### config.mk
export PLATFORM = sky130hd
export DESIGN_NAME = folded_iir_k
export DESIGN_NICKNAME = d
export VERILOG_FILES = /design/src/rtl/folded_iir_pkg.sv /design/src/rtl/iir_hist_ram.sv /design/src/rtl/folded_iir_k.sv
export SDC_FILE = /design/constraint.sdc
export NUM_CORES = 1
export LEC_CHECK = 0
export CAP_MARGIN = 20
export CORE_ASPECT_RATIO = 0.9
export CORE_UTILIZATION = 40
export DETAILED_ROUTE_END_ITERATION = 16
export GPL_TIMING_DRIVEN = 1
export PLACE_DENSITY = 0.67
export SYNTH_ARGS = -nofsm -noshare
export SYNTH_HDL_FRONTEND = slang
export SYNTH_SLANG_ARGS = --single-unit
### constraint.sdc
create_clock -name clk -period 24 [get_ports clk]
set_clock_uncertainty 0.15 [all_clocks]
set_input_delay 3.6 -clock clk [delete_from_list [all_inputs] [get_ports clk]]
set_output_delay 3.6 -clock clk [all_outputs]
set_load 0.005 [all_outputs]
### src/rtl/folded_iir_pkg.sv
// Shared definitions for the folded IIR filter: FSM encodings, default lag list,
// and the saturation / lag-extraction helpers.
package folded_iir_pkg;

  localparam logic [1:0] IDLE = 2'd0;
  localparam logic [1:0] MAC  = 2'd1;
  localparam logic [1:0] HOLD = 2'd2;

  localparam logic [15:0] LAGS_DEFAULT = {8'd5, 8'd3};

  function automatic logic [7:0] lag_of(input logic [63:0] lags, input logic [31:0] k);
    logic [63:0] sh;
    sh = lags >> (k * 32'd8);
    return sh[7:0];
  endfunction

  // Returns {sat_flag, clamped value}; the caller keeps the low w bits.
  function automatic logic [64:0] sat_w(input logic signed [127:0] v, input logic [31:0] w);
    logic signed [127:0] hi;
    logic signed [127:0] lo;
    hi = (128'sd1 <<< (w - 32'd1)) - 128'sd1;
    lo = -(128'sd1 <<< (w - 32'd1));
    if (v > hi) begin
      return {1'b1, hi[63:0]};
    end else if (v < lo) begin
      return {1'b1, lo[63:0]};
    end else begin
      return {1'b0, v[63:0]};
    end
  endfunction

endpackage

### src/rtl/iir_hist_ram.sv
// Output history buffer: DEPTH x W, asynchronous read, synchronous write,
// flushed to zero by reset or by a synchronous clear.
module iir_hist_ram #(
  parameter int W     = 16,
  parameter int DEPTH = 8,
  parameter int AW    = 3
) (
  input  logic          clk,
  input  logic          rst,
  input  logic          clear,
  input  logic          we,
  input  logic [AW-1:0] waddr,
  input  logic [W-1:0]  wdata,
  input  logic [AW-1:0] raddr,
  output logic [W-1:0]  rdata
);

  logic [W-1:0] mem_r [DEPTH];

  // Storage update: reset and clear both zero every entry.
  always_ff @(posedge clk or negedge rst) begin
    if (!rst) begin
      for (int i = 0; i < DEPTH; i++) mem_r[i] <= '0;
    end else if (clear) begin
      for (int i = 0; i < DEPTH; i++) mem_r[i] <= '0;
    end else if (we) begin
      mem_r[waddr] <= wdata;
    end
  end

  assign rdata = mem_r[raddr];

endmodule

### src/rtl/folded_iir_k.sv
// Folded feedback IIR: one shared multiplier and accumulator walk the NTAP
// taps in consecutive cycles, then the saturated result is held until taken.
module folded_iir_k
  import folded_iir_pkg::*;
#(
  parameter int              W     = 16,
  parameter int              FRAC  = 8,
  parameter int              NTAP  = 2,
  parameter logic [NTAP*8-1:0] LAGS = LAGS_DEFAULT,
  parameter int              DEPTH = 8
) (
  input  logic              clk,
  input  logic              rst,
  input  logic              clear,
  input  logic              in_valid,
  output logic              in_ready,
  input  logic [W-1:0]      Xn,
  input  logic [NTAP*W-1:0] coef,
  output logic              out_valid,
  input  logic              out_ready,
  output logic [W-1:0]      Yn,
  output logic              sat
);

  localparam int ACCW = 2 * W + $clog2(NTAP + 1);
  localparam int AW   = (DEPTH > 1) ? $clog2(DEPTH) : 1;
  localparam int CW   = $clog2(NTAP);

  logic [1:0]              state_r;
  logic [CW-1:0]           cnt_r;
  logic signed [ACCW-1:0]  acc_r;
  logic [NTAP*W-1:0]       coef_r;
  logic [AW-1:0]           wptr_r;
  logic [W-1:0]            yn_r;
  logic                    sat_r;
  logic                    out_valid_r;
  logic                    in_ready_r;

  logic [7:0]              lag_s;
  logic [31:0]             rd_sum_s;
  logic [AW-1:0]           rd_idx_s;
  logic [W-1:0]            hist_rd_s;
  logic signed [W-1:0]     coef_sel_s;
  logic signed [2*W-1:0]   prod_s;
  logic signed [ACCW-1:0]  acc_nxt_s;
  logic signed [ACCW-1:0]  shifted_s;
  logic signed [ACCW-1:0]  x_load_s;
  logic [64:0]             sat_res_s;
  logic                    accept_s;
  logic                    last_tap_s;
  logic                    hist_we_s;
  logic                    unused_sat_s;

  assign in_ready   = in_ready_r && !clear;
  assign out_valid  = out_valid_r;
  assign Yn         = yn_r;
  assign sat        = sat_r;
  assign accept_s   = (state_r == IDLE) && in_valid && in_ready;
  assign last_tap_s = (cnt_r == CW'(NTAP - 1));
  assign hist_we_s  = out_valid_r && out_ready && !clear;

  // Tap datapath: history index, the single shared multiplier, accumulate and saturate.
  always_comb begin
    lag_s    = lag_of(64'(LAGS), 32'(cnt_r));
    rd_sum_s = 32'(wptr_r) + 32'(DEPTH) - 32'(lag_s);
    if (rd_sum_s >= 32'(DEPTH)) begin
      rd_sum_s = rd_sum_s - 32'(DEPTH);
    end else begin
      rd_sum_s = rd_sum_s;
    end
    rd_idx_s   = rd_sum_s[AW-1:0];
    coef_sel_s = coef_r[cnt_r * W +: W];
    prod_s     = coef_sel_s * $signed(hist_rd_s);
    acc_nxt_s  = acc_r + ACCW'(prod_s);
    shifted_s  = acc_nxt_s >>> FRAC;
    sat_res_s  = sat_w(128'(shifted_s), 32'(W));
    x_load_s   = ACCW'($signed(Xn)) <<< FRAC;
  end

  assign unused_sat_s = ^sat_res_s[63:W];

  iir_hist_ram #(.W(W), .DEPTH(DEPTH), .AW(AW)) u_hist (
    .clk   (clk),
    .rst   (rst),
    .clear (clear),
    .we    (hist_we_s),
    .waddr (wptr_r),
    .wdata (yn_r),
    .raddr (rd_idx_s),
    .rdata (hist_rd_s)
  );

  // Control FSM and result registers; clear aborts any sample in flight.
  always_ff @(posedge clk or negedge rst) begin
    if (!rst) begin
      state_r     <= IDLE;
      cnt_r       <= '0;
      acc_r       <= '0;
      coef_r      <= '0;
      wptr_r      <= '0;
      yn_r        <= '0;
      sat_r       <= 1'b0;
      out_valid_r <= 1'b0;
      in_ready_r  <= 1'b0;
    end else if (clear) begin
      state_r     <= IDLE;
      cnt_r       <= '0;
      acc_r       <= '0;
      wptr_r      <= '0;
      out_valid_r <= 1'b0;
      in_ready_r  <= 1'b1;
    end else begin
      case (state_r)
        IDLE: begin
          if (accept_s) begin
            acc_r      <= x_load_s;
            coef_r     <= coef;
            cnt_r      <= '0;
            in_ready_r <= 1'b0;
            state_r    <= MAC;
          end else begin
            in_ready_r <= 1'b1;
          end
        end
        MAC: begin
          acc_r <= acc_nxt_s;
          if (last_tap_s) begin
            yn_r        <= sat_res_s[W-1:0];
            sat_r       <= sat_res_s[64];
            out_valid_r <= 1'b1;
            state_r     <= HOLD;
          end else begin
            cnt_r <= cnt_r + CW'(1);
          end
        end
        HOLD: begin
          if (out_ready) begin
            out_valid_r <= 1'b0;
            in_ready_r  <= 1'b1;
            state_r     <= IDLE;
            if (wptr_r == AW'(DEPTH - 1)) begin
              wptr_r <= '0;
            end else begin
              wptr_r <= wptr_r + AW'(1);
            end
          end else begin
            out_valid_r <= 1'b1;
          end
        end
        default: begin
          state_r     <= IDLE;
          out_valid_r <= 1'b0;
          in_ready_r  <= 1'b0;
        end
      endcase
    end
  end

endmodule

==> results.toml, run 1 <==
[synth]
synth-main-ff-cell = "dfrtp_1"
syn-cell-area_sq_mm = 0.0217
synthDistinctLibCells = 74
synth_seq_cells = 219
synth_area_per_cell_sq_um = 9.57
synth_warnings = 0
async_reset_ff_frac = 1.00
synth_edf_count = 0
ys_seq_area_frac = 0.253
synthesis.nets = 2731
synthesis.instances = 2264

[die]
boundaryPins = 72
rows = 80
dieHeight_um = 223
coreArea_sq_mm = 0.0533
die-area_sq_mm = 0.0551
start_util = 0.407
die_x_um = 247

[place]
gp_congestion = 0.940
dp_slack_ps = 13350
placed_area_sq_mm = 0.0231
portBuffers = 71
dpl.hpwl_um = 45200

[clocking]
insertion_delay_ps = 570
clkTransAtPathRegs_ps = 60
h-tree-depth = 1
clockRootBuffer = "clkbuf_16"
postCtsHoldBufs = 0
cts_max_path_buffers = 3
tritoncts = "yes"
numCtsBuffers = 26
cts_resized = 0
cts.sinks = 219
post_cts_buffers = 0

[timing]
tightest_slew_ps = 1130
fin_crit_ps = 10730
hold_viol = 0
setup_viol = 0
setup_ws_ps = 13270
layout_worst_path_cycle_share = 0.447
rsz0062_at_grt = "no"
drv_slew = 0
fmax_mhz = 93.2
slew_headroom = 0.222
tns_ps = 0

[power_and_ir_drop]
leakagePower_nw = 11.4
irDropWorstVdd_uv = 46.7
powerDensity_mw_per_mm2 = 60.1

[global_routing]
grt_max_degree = 88
antenna_found_initial = 1
grt.total_usage = 0.224
grt_pass1_wl_um = 95800
overflow = 0
grt_pass1_vias = 16900

[route]
vias = 16200
route.detailed.drc = 0
viasPerCell = 5.40
first_pass_iters = 6
drt-total-wl_um = 59400
postRouteAntennaNets = 0
drt_iter0_drc = 1244
post_drt_wl_per_cell_um = 19.8

[layout]
design_area_sq_mm = 0.0240
diodes = 0
fin_util = 0.450
fillCellCount = 5107
nets = 2752
drive_above_1_share = 0.0829
syn2layout_area_growth_pct = 10.7

[worst_hold_path]
hold_depth = 2
holdCritPathClass = "reg -> reg"

[worst_setup_path]
cp.required_ps = 24340
start_kind = "flop"
reg2regPathDepth = 26
critPathArrivalTime_ps = 11070
worstSetupEndpointType = "flop"
cp_max_fo = 35
criticalPathCategory = "reg -> reg"

[flow_run]
cap_violations = 0

[status]
status = "finished clean"
## metrics by stage
step	hold slack, ps	total power, W	std cells
finish	341	0.00144	3002
global route	374	0.00151	3002
CTS	346	0.00144	2997
detailed placement	330	0.00104	2949
global placement	328	0.00103	2948
floorplan	300	0.000809	2264
## state kept, by name (all words and copies together), names as in the netlist, 2 cells and up
name,count
state_r,2
u_hist.mem_r,128
Yn,16
wptr_r,3
coef_r,32
acc_r,34
## synthesized netlist by cell type, types with 3 or more instances
cell type	n	area share
o21a_1	6	0.0021
fa_1	306	0.28
o21bai_1	4	0.0014
buf_1	9	0.0016
a211o_1	4	0.0016
nor2_1	161	0.028
a31oi_1	4	0.0012
xnor2_2	3	0.0023
o221a_1	9	0.0047
ha_1	108	0.062
nand2b_1	21	0.0061
mux4_2	31	0.032
o21ai_0	40	0.0092
a21oi_1	164	0.038
nand3_1	16	0.0037
o211ai_1	3	0.0010
dfrtp_1	219	0.25
nand2_1	407	0.071
o21ai_1	3	0.00069
o32ai_1	6	0.0024
nor3b_1	4	0.0014
inv_1	356	0.062
buf_2	7	0.0016
xnor2_1	23	0.0093
nor4_1	5	0.0014
or2_2	9	0.0026
and2_1	12	0.0035
mux2_1	7	0.0036
a21o_1	14	0.0049
nor3_1	12	0.0028
nor2_4	3	0.0016
clkbuf_1	93	0.016
mux2_2	48	0.025
or3_1	14	0.0040
a22o_1	20	0.0081
nand4_1	8	0.0023
xor2_1	10	0.0040
mux2i_1	43	0.020
nor2b_1	7	0.0020
## worst paths after layout
check,startpoint,endpoint,slack (ps)
setup reg to reg,cnt_r,Yn[14],13270
hold / removal,acc_r[8],acc_r[8],340
min in group asynchronous,rst,coef_r[21],2830
hold reg to reg,acc_r[8],acc_r[8],340
max in group asynchronous,rst,u_hist.mem_r[87],18820
setup / recovery,cnt_r,Yn[14],13270
## power by group
group	leakage [nW]	total, W	internal, W	switching [W]
clock	0.424	0.000400	0.000232	0.000169
combinational	8.01	0.000528	0.000198	0.000330
sequential	2.93	0.000512	0.000425	0.0000875
total	11.4	0.00144	0.000855	0.000586
## worst max-delay path, cell delays in order, from the launching register on
cell      delay, ps
dfrtp_2         750
fa_1            620
xnor2_2         300
xnor2_4         140
buf_4           530
mux4_2          590
mux2i_1         710
nor2_1          130
fa_1            590
fa_1            900
fa_1            530
fa_1            500
fa_1            500
inv_1            50
fa_1            470
inv_1            40
ha_1            440
nand3_1         190
nor2_1          200
nand4_1         220
nand4b_1        230
nor4b_1         380
nor2_1          120
or4_1           470
or4_4           530
nand2_4         160
o221a_1         190
## final cells by class
type | count | area (sq um) | area share
multi-input cells | 1575 | 14400 | 0.601
flip-flops and latches | 219 | 5480 | 0.229
inverters | 356 | 1340 | 0.0557
repair buffers | 107 | 1000 | 0.0419
well taps | 697 | 872 | 0.0364
clock buffers | 39 | 759 | 0.0317
clock inverters | 9 | 108 | 0.00449
## cell usage in the layout, fill, tap and decap left out, drive strengths merged, types with 3 or more instances in the layout
| cell type | n |
|---|---|
| mux2i | 43 |
| o32ai | 7 |
| o221a | 9 |
| nand2b | 21 |
| xnor2 | 27 |
| nand4 | 8 |
| a21o | 14 |
| clkdlybuf4s50 | 69 |
| dfrtp | 219 |
| nor2 | 164 |
| nor3b | 4 |
| o21ai | 44 |
| o21a | 6 |
| clkbuf | 39 |
| or4 | 3 |
| o211ai | 3 |
| nor3 | 12 |
| mux4 | 31 |
| nand3 | 16 |
| a31oi | 4 |
| nor4 | 5 |
| clkinv | 5 |
| or3 | 14 |
| nor2b | 8 |
| a21oi | 164 |
| xor2 | 10 |
| a211o | 4 |
| fa | 306 |
| mux2 | 55 |
| ha | 108 |
| and2 | 12 |
| a22o | 20 |
| inv | 358 |
| o21bai | 4 |
| buf | 38 |
| or2 | 9 |
| nand2 | 409 |
## cells by family (layout without fill, tap and decap cells)
family,count (synthesis),in the layout,share of synthesized area
AOI/OAI and AO/OA,301,301,0.0854
xor gates and xnor gates,37,37,0.0169
and+or+nand+nor,694,694,0.136
adders and majority gates,414,414,0.345
DFF,219,219,0.253
buffers and inverters,470,511,0.0829
muxes,129,129,0.0807
## metal layers
metal  share of wire  routed length, um  GRT usage  up-vias
met5         0.00022                 13          0        -
met4           0.031               1820     0.0675        2
met3           0.065               3850     0.0376      112
met2            0.47              27600      0.350      530
met1            0.44              26100      0.318     8373
li1                -                  -          -     7208
Power figures use the tool's default switching activity.
==> inputs of run 2 (changes only) <==
Settings changed: PLACE_DENSITY 0.67 to 0.69.
Clock period 24 ns to 9 ns, I/O delays scaled along.
==> run 2 against run 1 <==
  * The run now ends with DRC left
  * Via count increased by 5.0%
  * Core utilization increased by 3.9 points
  * Setup slack got worse by 13000 ps
  * Clock power increased by 140%
  * Power increased to 2.8 times the previous value
  * Design area increased by 8.7%
  * Sequential power increased to 2.7 times the previous value
  * Register-to-register slack got worse by 13000 ps
==> results.toml, run 2 (synthesis results as in run 1) <==
[status]
status = "finished with violations"
violations = "DRC"

[layout]
diodes = 0
final_common_cell = "nand2_1"
nets = 2921
reg_top3 = "u_hist.mem_r (128), acc_r (34), coef_r (32)"
layout_common_cells = "nand2_1, inv_1, fa_1, dfrtp_1, buf_4"
regMostFlops = "u_hist.mem_r"
syn2layout_area_growth_pct = 20.3
design_area_sq_mm = 0.0261
drive_above_1_share = 0.184
largest_reg_flops = 128

[timing]
tightest_slew_ps = 1070
fmax_mhz = 111
fin_crit_ps = 8970
timing.hold.ws_ps = 363
hold_viol = 0
setup_viol = 0
tns_ps = 0
layout_worst_path_cycle_share = 0.997
slew_headroom = 0.285
rsz0062_at_grt = "yes"
drv_slew = 0

[place]
portBuffers = 71
dpl.hpwl_um = 48400
placed_area_sq_mm = 0.0243
gp_congestion = 0.943

[global_routing]
grt.total_usage = 0.237
grt_pass1_vias = 18100
grt_pass1_wl_um = 100000
overflow = 0
antenna_found_initial = 0
grt_max_degree = 100

[worst_setup_path]
crit_path_frequent_cell = "fa_1"
cp_slowest_cell = "or4_1"
crit_path_max_incr_delay_ps = 530
cp_max_fo = 7
cp.required_ps = 9320
critPathArrivalTime_ps = 9290
worstSetupEndpointType = "flop"
reg2regPathDepth = 32
criticalPathCategory = "reg -> reg"
start_kind = "flop"

[route]
first_pass_iters = 11
postRouteAntennaNets = 0
post_drt_wl_per_cell_um = 20.1
drt-total-wl_um = 63500
route.detailed.drc = 1
viasPerCell = 5.38
vias = 17000
drt_iter0_drc = 1408

[die]
boundaryPins = 72
die_x_um = 247
coreArea_sq_mm = 0.0533
rows = 80
die-area_sq_mm = 0.0551
start_util = 0.407
dieHeight_um = 223

[flow_run]
cap_violations = 0

[clocking]
clockRootBuffer = "clkbuf_16"
cts_max_path_buffers = 3
h-tree-depth = 1
numCtsBuffers = 25
cts.sinks = 219
postCtsHoldBufs = 0
clkTransAtPathRegs_ps = 60
tritoncts = "yes"
insertion_delay_ps = 570

[power_and_ir_drop]
leakagePower_nw = 12.3
powerDensity_mw_per_mm2 = 154
irDropWorstVdd_uv = 145

[worst_hold_path]
holdCritPathClass = "reg -> reg"
hold_depth = 1
-- run 2: final cells by class --
class                           instances  area (sq um)
Fill cell                            4765         27200
Multi-Input combinational cell       1576         15000
Timing Repair Buffer                  276          2600
Tap cell                              697           872
Clock buffer                           34           689
Inverter                              356          1340
Clock inverter                          8          58.8
Sequential cell                       219          5480
-- run 2: per-stage QoR --
stage	cells	power (W)	util	worst slack (ps)
2_1_floorplan	2264	0.00216	-	9.07
3_3_place_gp	3088	0.00288	0.457	-100
3_5_place_dp	3088	0.00291	0.457	-232
4_1_cts	3140	0.00392	0.476	3.06
5_1_grt	3166	0.00420	0.489	-237
6_report	3166	0.00400	0.489	25.7
-- run 2: final timing paths --
kind / startpoint / end / slack [ps]
max: wptr_r[1] / Yn[6] / 30
min: acc_r[0] / acc_r[0] / 360
max reg2reg: wptr_r[1] / Yn[6] / 30
min reg2reg: acc_r[0] / acc_r[0] / 360
max in group asynchronous: rst / u_hist.mem_r[55] / 6640
min in group asynchronous: rst / coef_r[4] / 640
-- run 2: worst max-delay path, delay by kind of cell (launching register included) --
kind	cells	cell delay, ps
multiplexers	2	710
adder cells (fa/ha/maj)	8	3620
AND/OR/NAND/NOR	6	1610
flip-flops	1	400
XOR/XNOR	2	410
AO/OA/AOI/OAI	4	740
buffers and inverters	10	1250
-- run 2: where the power goes --
group / internal [W] / total [W] / leakage [nW] / switching (W)
Combinational: 0.000696 / 0.00168 / 8.98 / 0.000983
Sequential: 0.00113 / 0.00136 / 2.93 / 0.000223
Clock: 0.000536 / 0.000965 / 0.374 / 0.000429
-- run 2: per-layer routing --
| layer | share of wire | GRT usage | wire length [um] | vias to the layer above |
|---|---|---|---|---|
| li1 | - | - | - | 7544 |
| met1 | 0.41 | 0.321 | 25900 | 8667 |
| met2 | 0.46 | 0.373 | 29500 | 701 |
| met5 | 0 | 0 | 0 | - |
| met4 | 0.035 | 0.0764 | 2220 | 0 |
| met3 | 0.092 | 0.0574 | 5870 | 127 |
-- run 2: repair_timing --
action	CTS	global route
cloned	1	4
setup endpoints to repair	17	17
buffers inserted	9	25
gates resized for setup	26	108
pin swaps	21	43
